[src/rtl/spi_shift_engine.sv]
// rtl/spi_shift_engine.sv - SPI mode-0 master shift engine with lead/lag slave-select timing
module spi_shift_engine #(
    parameter int DATA_WIDTH = 32,
    parameter int CLK_DIV    = 2
) (
    input  logic                  clk,
    input  logic                  reset_n,
    input  logic                  start,
    input  logic [DATA_WIDTH-1:0] tx_data,
    output logic                  busy,
    output logic                  done,
    output logic [DATA_WIDTH-1:0] rx_data,
    output logic                  sclk,
    output logic                  mosi,
    input  logic                  miso,
    output logic                  ss_n
);

    localparam logic [1:0] ST_IDLE  = 2'd0;
    localparam logic [1:0] ST_LEAD  = 2'd1;
    localparam logic [1:0] ST_SHIFT = 2'd2;
    localparam logic [1:0] ST_LAG   = 2'd3;

    localparam int               BIT_W       = $clog2(DATA_WIDTH + 1);
    localparam logic [7:0]       HALF_RELOAD = 8'(CLK_DIV - 1);
    localparam logic [BIT_W-1:0] LAST_BIT    = BIT_W'(DATA_WIDTH);

    logic [1:0]            state;
    logic [7:0]            half_cnt;
    logic [BIT_W-1:0]      bit_cnt;
    logic [DATA_WIDTH-1:0] tx_sr;
    logic [DATA_WIDTH-1:0] rx_sr;
    logic [DATA_WIDTH-1:0] tx_shifted;
    logic [DATA_WIDTH-1:0] rx_shifted;

    // Next shift-register values; written as whole-vector shifts so DATA_WIDTH=1 elaborates cleanly
    assign tx_shifted = tx_sr << 1;
    assign rx_shifted = (rx_sr << 1) | DATA_WIDTH'(miso);

    // Transfer sequencer: every output is a register updated here
    always_ff @(posedge clk or negedge reset_n) begin
        if (!reset_n) begin
            state    <= ST_IDLE;
            half_cnt <= '0;
            bit_cnt  <= '0;
            tx_sr    <= '0;
            rx_sr    <= '0;
            rx_data  <= '0;
            ss_n     <= 1'b1;
            sclk     <= 1'b0;
            mosi     <= 1'b0;
            busy     <= 1'b0;
            done     <= 1'b0;
        end else begin
            done <= 1'b0;
            case (state)
                ST_IDLE: begin
                    if (start) begin
                        tx_sr    <= tx_data;
                        rx_sr    <= '0;
                        mosi     <= tx_data[DATA_WIDTH-1];
                        ss_n     <= 1'b0;
                        busy     <= 1'b1;
                        half_cnt <= HALF_RELOAD;
                        bit_cnt  <= '0;
                        state    <= ST_LEAD;
                    end
                end
                ST_LEAD: begin
                    if (half_cnt == 8'd0) begin
                        // First rising sclk edge also captures the first miso bit
                        sclk     <= 1'b1;
                        rx_sr    <= rx_shifted;
                        bit_cnt  <= bit_cnt + 1'b1;
                        half_cnt <= HALF_RELOAD;
                        state    <= ST_SHIFT;
                    end else begin
                        half_cnt <= half_cnt - 1'b1;
                    end
                end
                ST_SHIFT: begin
                    if (half_cnt != 8'd0) begin
                        half_cnt <= half_cnt - 1'b1;
                    end else begin
                        half_cnt <= HALF_RELOAD;
                        if (!sclk) begin
                            sclk    <= 1'b1;
                            rx_sr   <= rx_shifted;
                            bit_cnt <= bit_cnt + 1'b1;
                        end else begin
                            sclk <= 1'b0;
                            if (bit_cnt == LAST_BIT) begin
                                mosi  <= 1'b0;
                                state <= ST_LAG;
                            end else begin
                                tx_sr <= tx_shifted;
                                mosi  <= tx_shifted[DATA_WIDTH-1];
                            end
                        end
                    end
                end
                ST_LAG: begin
                    if (half_cnt == 8'd0) begin
                        ss_n    <= 1'b1;
                        busy    <= 1'b0;
                        done    <= 1'b1;
                        rx_data <= rx_sr;
                        state   <= ST_IDLE;
                    end else begin
                        half_cnt <= half_cnt - 1'b1;
                    end
                end
                default: state <= ST_IDLE;
            endcase
        end
    end

endmodule

[config.mk]
export PLATFORM = sky130hd
export DESIGN_NAME = spi_shift_engine
export DESIGN_NICKNAME = d
export VERILOG_FILES = /design/src/rtl/spi_shift_engine.sv
export SDC_FILE = /design/constraint.sdc
export NUM_CORES = 1
export LEC_CHECK = 0
export BUFFER_PORTS_ARGS = -buffer_cell sky130_fd_sc_hd__buf_2
export CAP_MARGIN = 20
export CORE_MARGIN = 2
export CORE_UTILIZATION = 35
export DETAILED_ROUTE_END_ITERATION = 6
export MAX_ROUTING_LAYER = met4
export PLACE_DENSITY = 0.65
export SLEW_MARGIN = 20
export SYNTH_ARGS = -nofsm -noshare
export SYNTH_HDL_FRONTEND = slang
export SYNTH_SLANG_ARGS = --single-unit
[constraint.sdc]
create_clock -name clk -period 3.2 [get_ports clk]
set_input_delay 0.64 -clock clk [delete_from_list [all_inputs] [get_ports clk]]
set_output_delay 0.64 -clock clk [all_outputs]
set_load 0.02 [all_outputs]
After elaboration in Yosys (flattened, before gate mapping)
Index checks and enable logic that the tools add are counted.
{ "op_classes": {"addsub": 2, "n_mul": 0, "n_div": 0, "n_lt_le_gt_ge": 0, "eq_ne": 13, "shift": 0, "n_mux": 43, "bitwise": 1, "n_reduce_logical": 15} }
{ "op_table": {"columns": ["op", "count"], "rows": [
  ["$mux W32", 4],
  ["$mux W31", 4],
  ["$pmux W32 S3", 1],
  ["$pmux W31 S2", 1],
  ["$mux W8", 4],
  ["$or A32 B1 Y32", 1],
  ["$pmux W8 S4", 1],
  ["$mux W6", 4],
  ["$ne A2 B2 Y1 const B", 9],
  ["$pmux W6 S3", 1],
  ["$mux W1", 12],
  ["$mux W2", 6],
  ["$reduce_and A5 Y1", 2],
  ["$logic_not A8 Y1", 1],
  ["$pmux W1 S2", 4],
  ["$pmux W2 S4", 1],
  ["$reduce_bool A8 Y1", 1],
  ["$sub A8 B1 Y8 const B", 1],
  ["$add A6 B1 Y6 const B", 1],
  ["$eq A6 B6 Y1 const B", 1],
  ["$reduce_and A3 Y1", 2],
  ["$reduce_and A6 Y1", 1],
  ["$reduce_bool A2 Y1", 3],
  ["$eq A2 B2 Y1 const B", 2],
  ["5 further kinds", 6]
]} }
{ "totals": {"register_bits": 116, "latchBits": 0, "ram_bits": 0, "rom_bits": 0, "in_bits": 36, "output_inout_bits": 37, "n_memories": 0} }

Logic depth before layout (Yosys ltp)
Gate-level depths: netlist of the first run.
{ "depth": {"ltp_word": 5, "ltp_mapped": 10, "ltp_nobuf": 8} }

Worst setup path before layout of the first run
No wires, ideal clock.
{ "synth_path": {"kind": "register -> register", "from": "register state[0]", "to": "register half_cnt[5]", "setup_time_ns": 0.077, "t_arrival_ns": 1.997, "required_ns": 3.123, "slack_ns": 1.126, "path_stages_with_launch": 8, "n_path_buf": 2, "synth_period_minus_slack_ns": 2.074, "cell_sequence": "dfrtp_1 -> ha_1 -> clkbuf_1 -> or4bb_1 -> buf_2 -> o211ai_1 -> or4b_2 -> a21oi_1"} }
{ "synth_between": {"elab_chain_cells": 3, "elab_cells_between_ends": 8} }
{ "synth_rtl": {"columns": ["element", "line", "source"], "rows": [
  ["start, declared", "28", "logic [1:0] state;"],
  ["start signal, assigned", "43", "state <= ST_IDLE;"],
  ["start signal, assigned", "66", "state <= ST_LEAD;"],
  ["start signal, assigned", "76", "state <= ST_SHIFT;"],
  ["$eq A2 B2 Y1 or $logic_not A2 Y1 (tied branches)", "56", "case (state)"],
  ["$ne A2 B2 Y1 (no line)", null, null],
  ["$reduce_and A2 Y1 (no line)", null, null],
  ["end signal, assigned", "78", "half_cnt <= half_cnt - 1'b1;"],
  ["end signal, assigned", "83", "half_cnt <= half_cnt - 1'b1;"],
  ["end signal, assigned", "110", "half_cnt <= half_cnt - 1'b1;"],
  ["end, declared", "29", "logic [7:0] half_cnt;"]
]} }
Several ways; a longest one is shown, not always the timed one.
A chain may end at the register's enable or synchronous reset.

Final worst setup path of the first run
{ "layout_path": {"from": "register half_cnt[2]", "to": "register tx_sr[29]"} }
{ "layout_between": {"elab_chain_cells": 3} }
{ "layout_rtl": {"columns": ["element", "line", "source"], "rows": [
  ["$reduce_bool A8 Y1", "82", "if (half_cnt != 8'd0) begin"],
  ["$ne A2 B2 Y1 (no line)", null, null],
  ["$reduce_and A5 Y1 (no line)", null, null],
  ["end signal, assigned", "59", "tx_sr <= tx_data;"],
  ["end signal, assigned", "96", "tx_sr <= tx_shifted;"],
  ["end, declared", "31", "logic [DATA_WIDTH-1:0] tx_sr;"]
]} }
No other way between the ends.

==> key figures, run 1 <==
STA
  – Post-route setup slack: 0.5537 ns
  – Max Freq: 377.9 MHz
  – Tightest Pin Transition: 0.7619 ns
  – Final setup fails: 0
  – Crit path time final: 2.646 ns
  – Final hold violations: 0
  – Fin crit share: 82.70%
  – Worst Skew: 0.006937 ns
  – Max Slew Vio Count: 0
  – Slew margin rel.: 49.09%
  – RSZ-0062 raised after global routing: false
  – Setup TNS: 0 ns

Hold path
  – Hold Path Class: in2async

Synth
  – Syn_nets: 530
  – Largest cells by area after synthesis: dfrtp_1 54%, mux2i_1 6.6%, o21ai_0 6.5%
  – Syn_area_per_cell: 10.93 µm²
  – Mapped Cells: 486
  – Yosys top cell area share: 54.17%
  – Top_reg_cell synth: dfrtp_1
  – Dominant combinational cell family by area after synthesis: compound AO/OA/AOI/OAI gates
  – Post-synthesis compound-gate area fraction: 18.51%
  – Sequential cell area fraction in the yosys report: 54.66%
  – Post-Syn Area: 5313 µm²
  – XOR/XNOR share of the synthesized area: 0.1649%
  – Simple-gate area share of the yosys netlist: 11.68%
  – FFs w/ async S/R, synth: 100.0%
  – Yosys cell types: 49
  – Yosys top cell by area: dfrtp_1
  – Post-synth EDFFs: 0
  – Yosys reg bits: 116
  – Mux cell area share after synthesis: 6.594%
  – Warnings from Yosys: 0
  – Adder-cell share of the synthesized area: 1.884%

Final layout
  – Antenna cells: 0
  – Fill cells: 1420
  – Non-filler instance count after layout: 751
  – Synth-to-Final Area Change: 19.48%
  – Final #Nets: 596
  – Layout cell share with drive strength beyond 1: 32.50%

CTS
  – # hold bufs at CTS: 0
  – Post_cts resized: 0
  – TritonCTS Buffers: 17
  – Clk slew on worst S/H paths: 0.05 ns
  – CTS tree: done
  – CTS HTree Levels: 4
  – Root Buffer: clkbuf_16
  – Total clock sinks: 116
  – Post-CTS setup repair buffer count: 0
  – Worst-Skew Late Latency: 0.41 ns
  – Clk buf depth: 2

Setup path
  – R2R depth: 4
  – Crit path to: tx_sr[29]$_DFFE_PN0P_
  – Critical R2R Launch: half_cnt[2]$_DFFE_PN0P_
  – CP Capture Type: flop
  – Critical path peak fanout: 39
  – Max incr delay on CP: 0.79 ns
  – Worst Path Arrival: 2.94 ns
  – Critical Path Source: half_cnt[2]$_DFFE_PN0P_
  – R2r setup slk: 0.55 ns
  – FF-to-FF End: tx_sr[29]$_DFFE_PN0P_
  – Worst setup SP type: flop
  – Critical Path RT: 3.49 ns
  – Slowest stage cell, crit path: or4_4
  – Crit Path Category: reg2reg
  – Critical Path, Cell by Cell: or4_4 -> nor3_4 -> nand3_2 -> o221a_2

Global routing
  – Largest net degree at the start of global routing: 58
  – Initial antenna violation count: 0
  – Vias in the first global route: 4052
  – GRT Total Usage: 15.65%
  – First-pass GRT wire length: 19580 µm
  – Total grt overflow: 0

Floorplan
  – Die X-Extent: 127.2 µm
  – Die ar.: 16180 µm²
  – Die height: 127.2 µm
  – # IOs: 73
  – Initial Utilization: 35.34%
  – Placeable core region: 15030 µm²
  – Placement Rows: 45

Drt
  – First-pass DRT Iterations: 5
  – Drt total wl: 11410 µm
  – Drt initial violations: 176
  – Post-DRT Antenna Nets: 0
  – Vias: 3855
  – Drc violations: 0
  – Vias per std cell: 5.133
  – Avg WL per Cell: 15.19 µm

Power and ir drop
  – Peak supply drop: 0.3860 mV
  – Pwr/cell area: 514.6 nW/µm²
  – Power Total: 0.003267 W
  – Static leakage: 3.521 nW

Flow run
  – Max-cap viol count: 0

Placed design
  – Port bufs: 72
  – Post-detail-place hpwl: 7339 µm
  – Place WS: 0.5192 ns
  – Placed Cells incl. Taps: 721
  – Routability Congestion: 0.7966

Status
  – Status: complete, no violations
## sequential cells by signal, indices dropped and copies added, names as in the netlist, 2 cells and up
register / cells
rx_data: 32
state: 2
rx_sr: 32
half_cnt: 8
bit_cnt: 6
tx_sr: 31
## cell type report
type | instances | area, µm² | area share [%]
Clock buffer | 21 | 460.4 | 7.254
Sequential cell | 116 | 2904 | 45.75
Inverter | 44 | 165.2 | 2.602
Tap cell | 188 | 235.2 | 3.706
Timing Repair Buffer | 79 | 427.9 | 6.742
Multi-Input combinational cell | 294 | 2072 | 32.64
Clock inverter | 9 | 82.58 | 1.301
## Yosys cell counts, types with 7 or more instances
cell type    n
inv_1       44
o21ai_0     69
clkbuf_1    19
dfrtp_1    115
buf_6        7
ha_1         8
mux2i_1     35
nor2_1       9
nand2_1     44
or2_2       31
o221a_2     30
a21oi_1      7
## metal layers
metal | track usage, % | wire [µm] | vias to the layer above
li1 | - | - | 1842
met1 | 19.63 | 5282 | 1930
met2 | 24.57 | 5590 | 76
met3 | 3.853 | 424 | 7
met4 | 6.141 | 113 | 0
met5 | - | 0 | -
## stage by stage
step	cell area [µm²]	utilization, %	hold WS [ns]
4_1_cts	6347	42.22	0.2119
3_3_place_gp	5804	38.61	0.4981
3_5_place_dp	5804	38.61	0.4986
6_report	6347	42.22	0.2035
2_1_floorplan	5313	-	0.3444
5_1_grt	6347	42.22	0.2405
## placed cells by master (no fill, tap or decap), drive strengths merged, types with 2 or more instances in the layout
cell type	instances
mux2i	35
clkinv	6
dfrtp	115
or2	31
a211oi	2
or4	3
nor3	4
o41ai	7
nor2b	3
nand2b	3
ha	8
or3	4
nand3	3
a31oi	4
nor2	9
a22o	2
clkbuf	21
o221a	30
a21oi	9
o21ai	75
o31ai	2
o211ai	2
buf	79
inv	44
nand2	44
clkinvlp	2
## power by group
part           internal [W]  total [W]  switching (W)
logic             0.0000195  0.0000550      0.0000355
clock network       0.00109    0.00174       0.000650
registers           0.00147    0.00147              0
total               0.00258    0.00327       0.000685
## cell families (layout without fill, tap and decap cells)
kind of cell,Yosys count,count (layout)
DFF,116,116
adders and majority gates,8,8
muxes,35,35
xor gates and xnor gates,1,1
buffers and inverters,76,153
AOI/OAI and AO/OA,138,138
and+or+nand+nor,112,112
## worst min path at each step
stage / start / cells past startpoint / end / slack (ns)
global placement: rx_data[27]$_DFFE_PN0P_ / 2 / rx_data[27]$_DFFE_PN0P_ / 0.50
detailed placement: half_cnt[1]$_DFFE_PN0P_ / 2 / half_cnt[1]$_DFFE_PN0P_ / 0.50
floorplan: reset_n / 0 / bit_cnt[0]$_DFFE_PN0P_ / 0.34
CTS: reset_n / 1 / tx_sr[9]$_DFFE_PN0P_ / 0.21
global route: reset_n / 1 / tx_sr[9]$_DFFE_PN0P_ / 0.24
finish: reset_n / 1 / tx_sr[9]$_DFFE_PN0P_ / 0.20
## worst max-delay path, delay by kind of cell (launching register included)
kind / cells / cell delay [ns]
flops: 1 / 0.46
simple gates: 3 / 1.59
compound gates: 1 / 0.46
(Power assumes the default switching activity.)
==> run 2, diff against run 1 <==
Clock period 3.2 ns to 2.55 ns, I/O delays scaled along.
==> run 2 against run 1 <==
Register-to-register slack got worse by 0.41 ns. Critical path depth rose by 3. Global-route usage fell by 0.15 points. Critical path type unchanged. Critical endpoint is now rx_sr[21]$_DFFE_PN0P_. Largest cell class unchanged.
==> key figures, run 2 (synthesis gave the netlist of run 1 again) <==
Status
  – Status: complete, no violations

Final layout
  – Synth-to-Final Area Change: 22.52%
  – Layout cell share with drive strength beyond 1: 33.57%
  – Commonest non-fill, non-tap cells in the layout: 115 x dfrtp_1, 71 x buf_2, 69 x o21ai_0
  – Storage element area: 2904 µm²
  – Fill cells: 1409
  – Antenna cells: 0
  – Non-filler instance count after layout: 757
  – Largest regs: rx_data (32), rx_sr (32), tx_sr (31)
  – Area of the multi-input gates: 2072 µm²
  – Final #Nets: 600
  – Most common cell after layout, fill and taps aside: dfrtp_1

Drt
  – Drt initial violations: 274
  – Drc violations: 0
  – Drt total wl: 11500 µm
  – First-pass DRT Iterations: 5
  – Vias: 3933
  – Vias per std cell: 5.196
  – Post-DRT Antenna Nets: 0
  – Avg WL per Cell: 15.19 µm

Hold path
  – Hold Path Class: in2async

Global routing
  – Vias in the first global route: 4038
  – GRT Total Usage: 15.50%
  – First-pass GRT wire length: 19640 µm
  – Largest net degree at the start of global routing: 48
  – Initial antenna violation count: 0
  – Total grt overflow: 0

Setup path
  – Critical Path, Cell by Cell: inv_1 -> ha_1 -> nand2b_1 -> nand2_1 -> or3_2 -> buf_12 -> mux2i_1
  – Critical Path RT: 2.83 ns
  – WP depth: 7
  – Worst setup SP type: flop
  – Critical Path Source: state[0]$_DFFE_PN0P_
  – CP Capture Type: flop
  – R2r setup slk: 0.14 ns
  – Crit Path Category: reg2reg
  – FF-to-FF End: rx_sr[21]$_DFFE_PN0P_
  – Max incr delay on CP: 0.62 ns
  – Slowest stage cell, crit path: or3_2
  – R2R depth: 7
  – CP Buf/Inv Count: 2
  – Crit path to: rx_sr[21]$_DFFE_PN0P_
  – Critical path peak fanout: 32
  – Worst Path Arrival: 2.69 ns
  – Cell family with most CP delay: simple AND/OR/NAND/NOR gates
  – Critical R2R Launch: state[0]$_DFFE_PN0P_

CTS
  – Post_cts resized: 0
  – Clk buf depth: 2
  – TritonCTS Buffers: 17
  – CTS tree: done
  – # hold bufs at CTS: 0
  – Root Buffer: clkbuf_16
  – Total clock sinks: 116
  – Clk slew on worst S/H paths: 0.06 ns
  – Worst-Skew Late Latency: 0.41 ns
  – Post-CTS setup repair buffer count: 0
  – CTS HTree Levels: 4

STA
  – Worst Skew: 0.007021 ns
  – Final setup fails: 0
  – RSZ-0062 raised after global routing: false
  – Max Slew Vio Count: 0
  – Tightest Pin Transition: 0.5895 ns
  – Fin crit share: 94.43%
  – Final hold violations: 0
  – Setup TNS: 0 ns
  – Slew margin rel.: 60.70%
  – Max Freq: 415.3 MHz
  – Worst Hold Margin: 0.1056 ns
  – Crit path time final: 2.408 ns

Floorplan
  – Die height: 127.2 µm
  – Placeable core region: 15030 µm²
  – Die ar.: 16180 µm²
  – Placement Rows: 45
  – Die X-Extent: 127.2 µm
  – Initial Utilization: 35.34%
  – # IOs: 73

Power and ir drop
  – Power Total: 0.004549 W
  – Peak supply drop: 0.4906 mV
  – Pwr/cell area: 699.0 nW/µm²
  – Static leakage: 3.597 nW

Flow run
  – Max-cap viol count: 0

Placed design
  – Post-detail-place hpwl: 7627 µm
  – Port bufs: 72
  – Routability Congestion: 0.8224
  – Placed Cells incl. Taps: 725
-- run 2: cell count changes in the layout (fill, tap and decap cells not counted), sizes merged --
cell	previous run	this run
buf	79	83
bufinv	1	5
clkbuf	21	18
inv	44	47
clkinv	6	4
-- run 2: per-layer routing --
metal / part of all wire [%] / GRT usage, % / vias up
met5: 0 / - / -
met4: 1.1 / 5.624 / 0
met3: 3.6 / 3.601 / 9
met2: 49 / 24.48 / 78
met1: 46 / 19.65 / 2000
li1: - / - / 1846
-- run 2: report_power, final --
| group | switching (W) | total (W) | internal, W |
|---|---|---|---|
| Combinational | 0.0000442 | 0.0000686 | 0.0000244 |
| Clock | 0.000869 | 0.00264 | 0.00177 |
| Sequential | 0 | 0.00184 | 0.00184 |
-- run 2: final cells by class --
type / count / share of cell area (%)
inverters: 44 / 2.537
clock inverters: 14 / 3.422
repair buffers: 83 / 7.228
well taps: 188 / 3.614
multi-input cells: 294 / 31.83
flip-flops and latches: 116 / 44.62
clock buffers: 18 / 6.747
-- run 2: per-stage QoR --
step	setup slack (ns)	area, µm²	utilization [%]
6_report	0.1420	6509	43.30
5_1_grt	0.04097	6509	43.30
3_5_place_dp	0.1672	5847	38.89
4_1_cts	0.1617	6509	43.30
2_1_floorplan	0.4755	5313	-
3_3_place_gp	0.2457	5847	38.89
-- run 2: worst min-delay path by stage --
stage,from,endpoint,slack (ns),cells after the start
after floorplan,reset_n,bit_cnt[0]$_DFFE_PN0P_,0.21,0
after global placement,rx_data[9]$_DFFE_PN0P_,rx_data[9]$_DFFE_PN0P_,0.49,2
after detailed placement,rx_data[28]$_DFFE_PN0P_,rx_data[28]$_DFFE_PN0P_,0.50,2
after CTS,reset_n,tx_sr[9]$_DFFE_PN0P_,0.12,1
after global routing,reset_n,tx_sr[8]$_DFFE_PN0P_,0.14,1
final,reset_n,tx_sr[9]$_DFFE_PN0P_,0.11,1
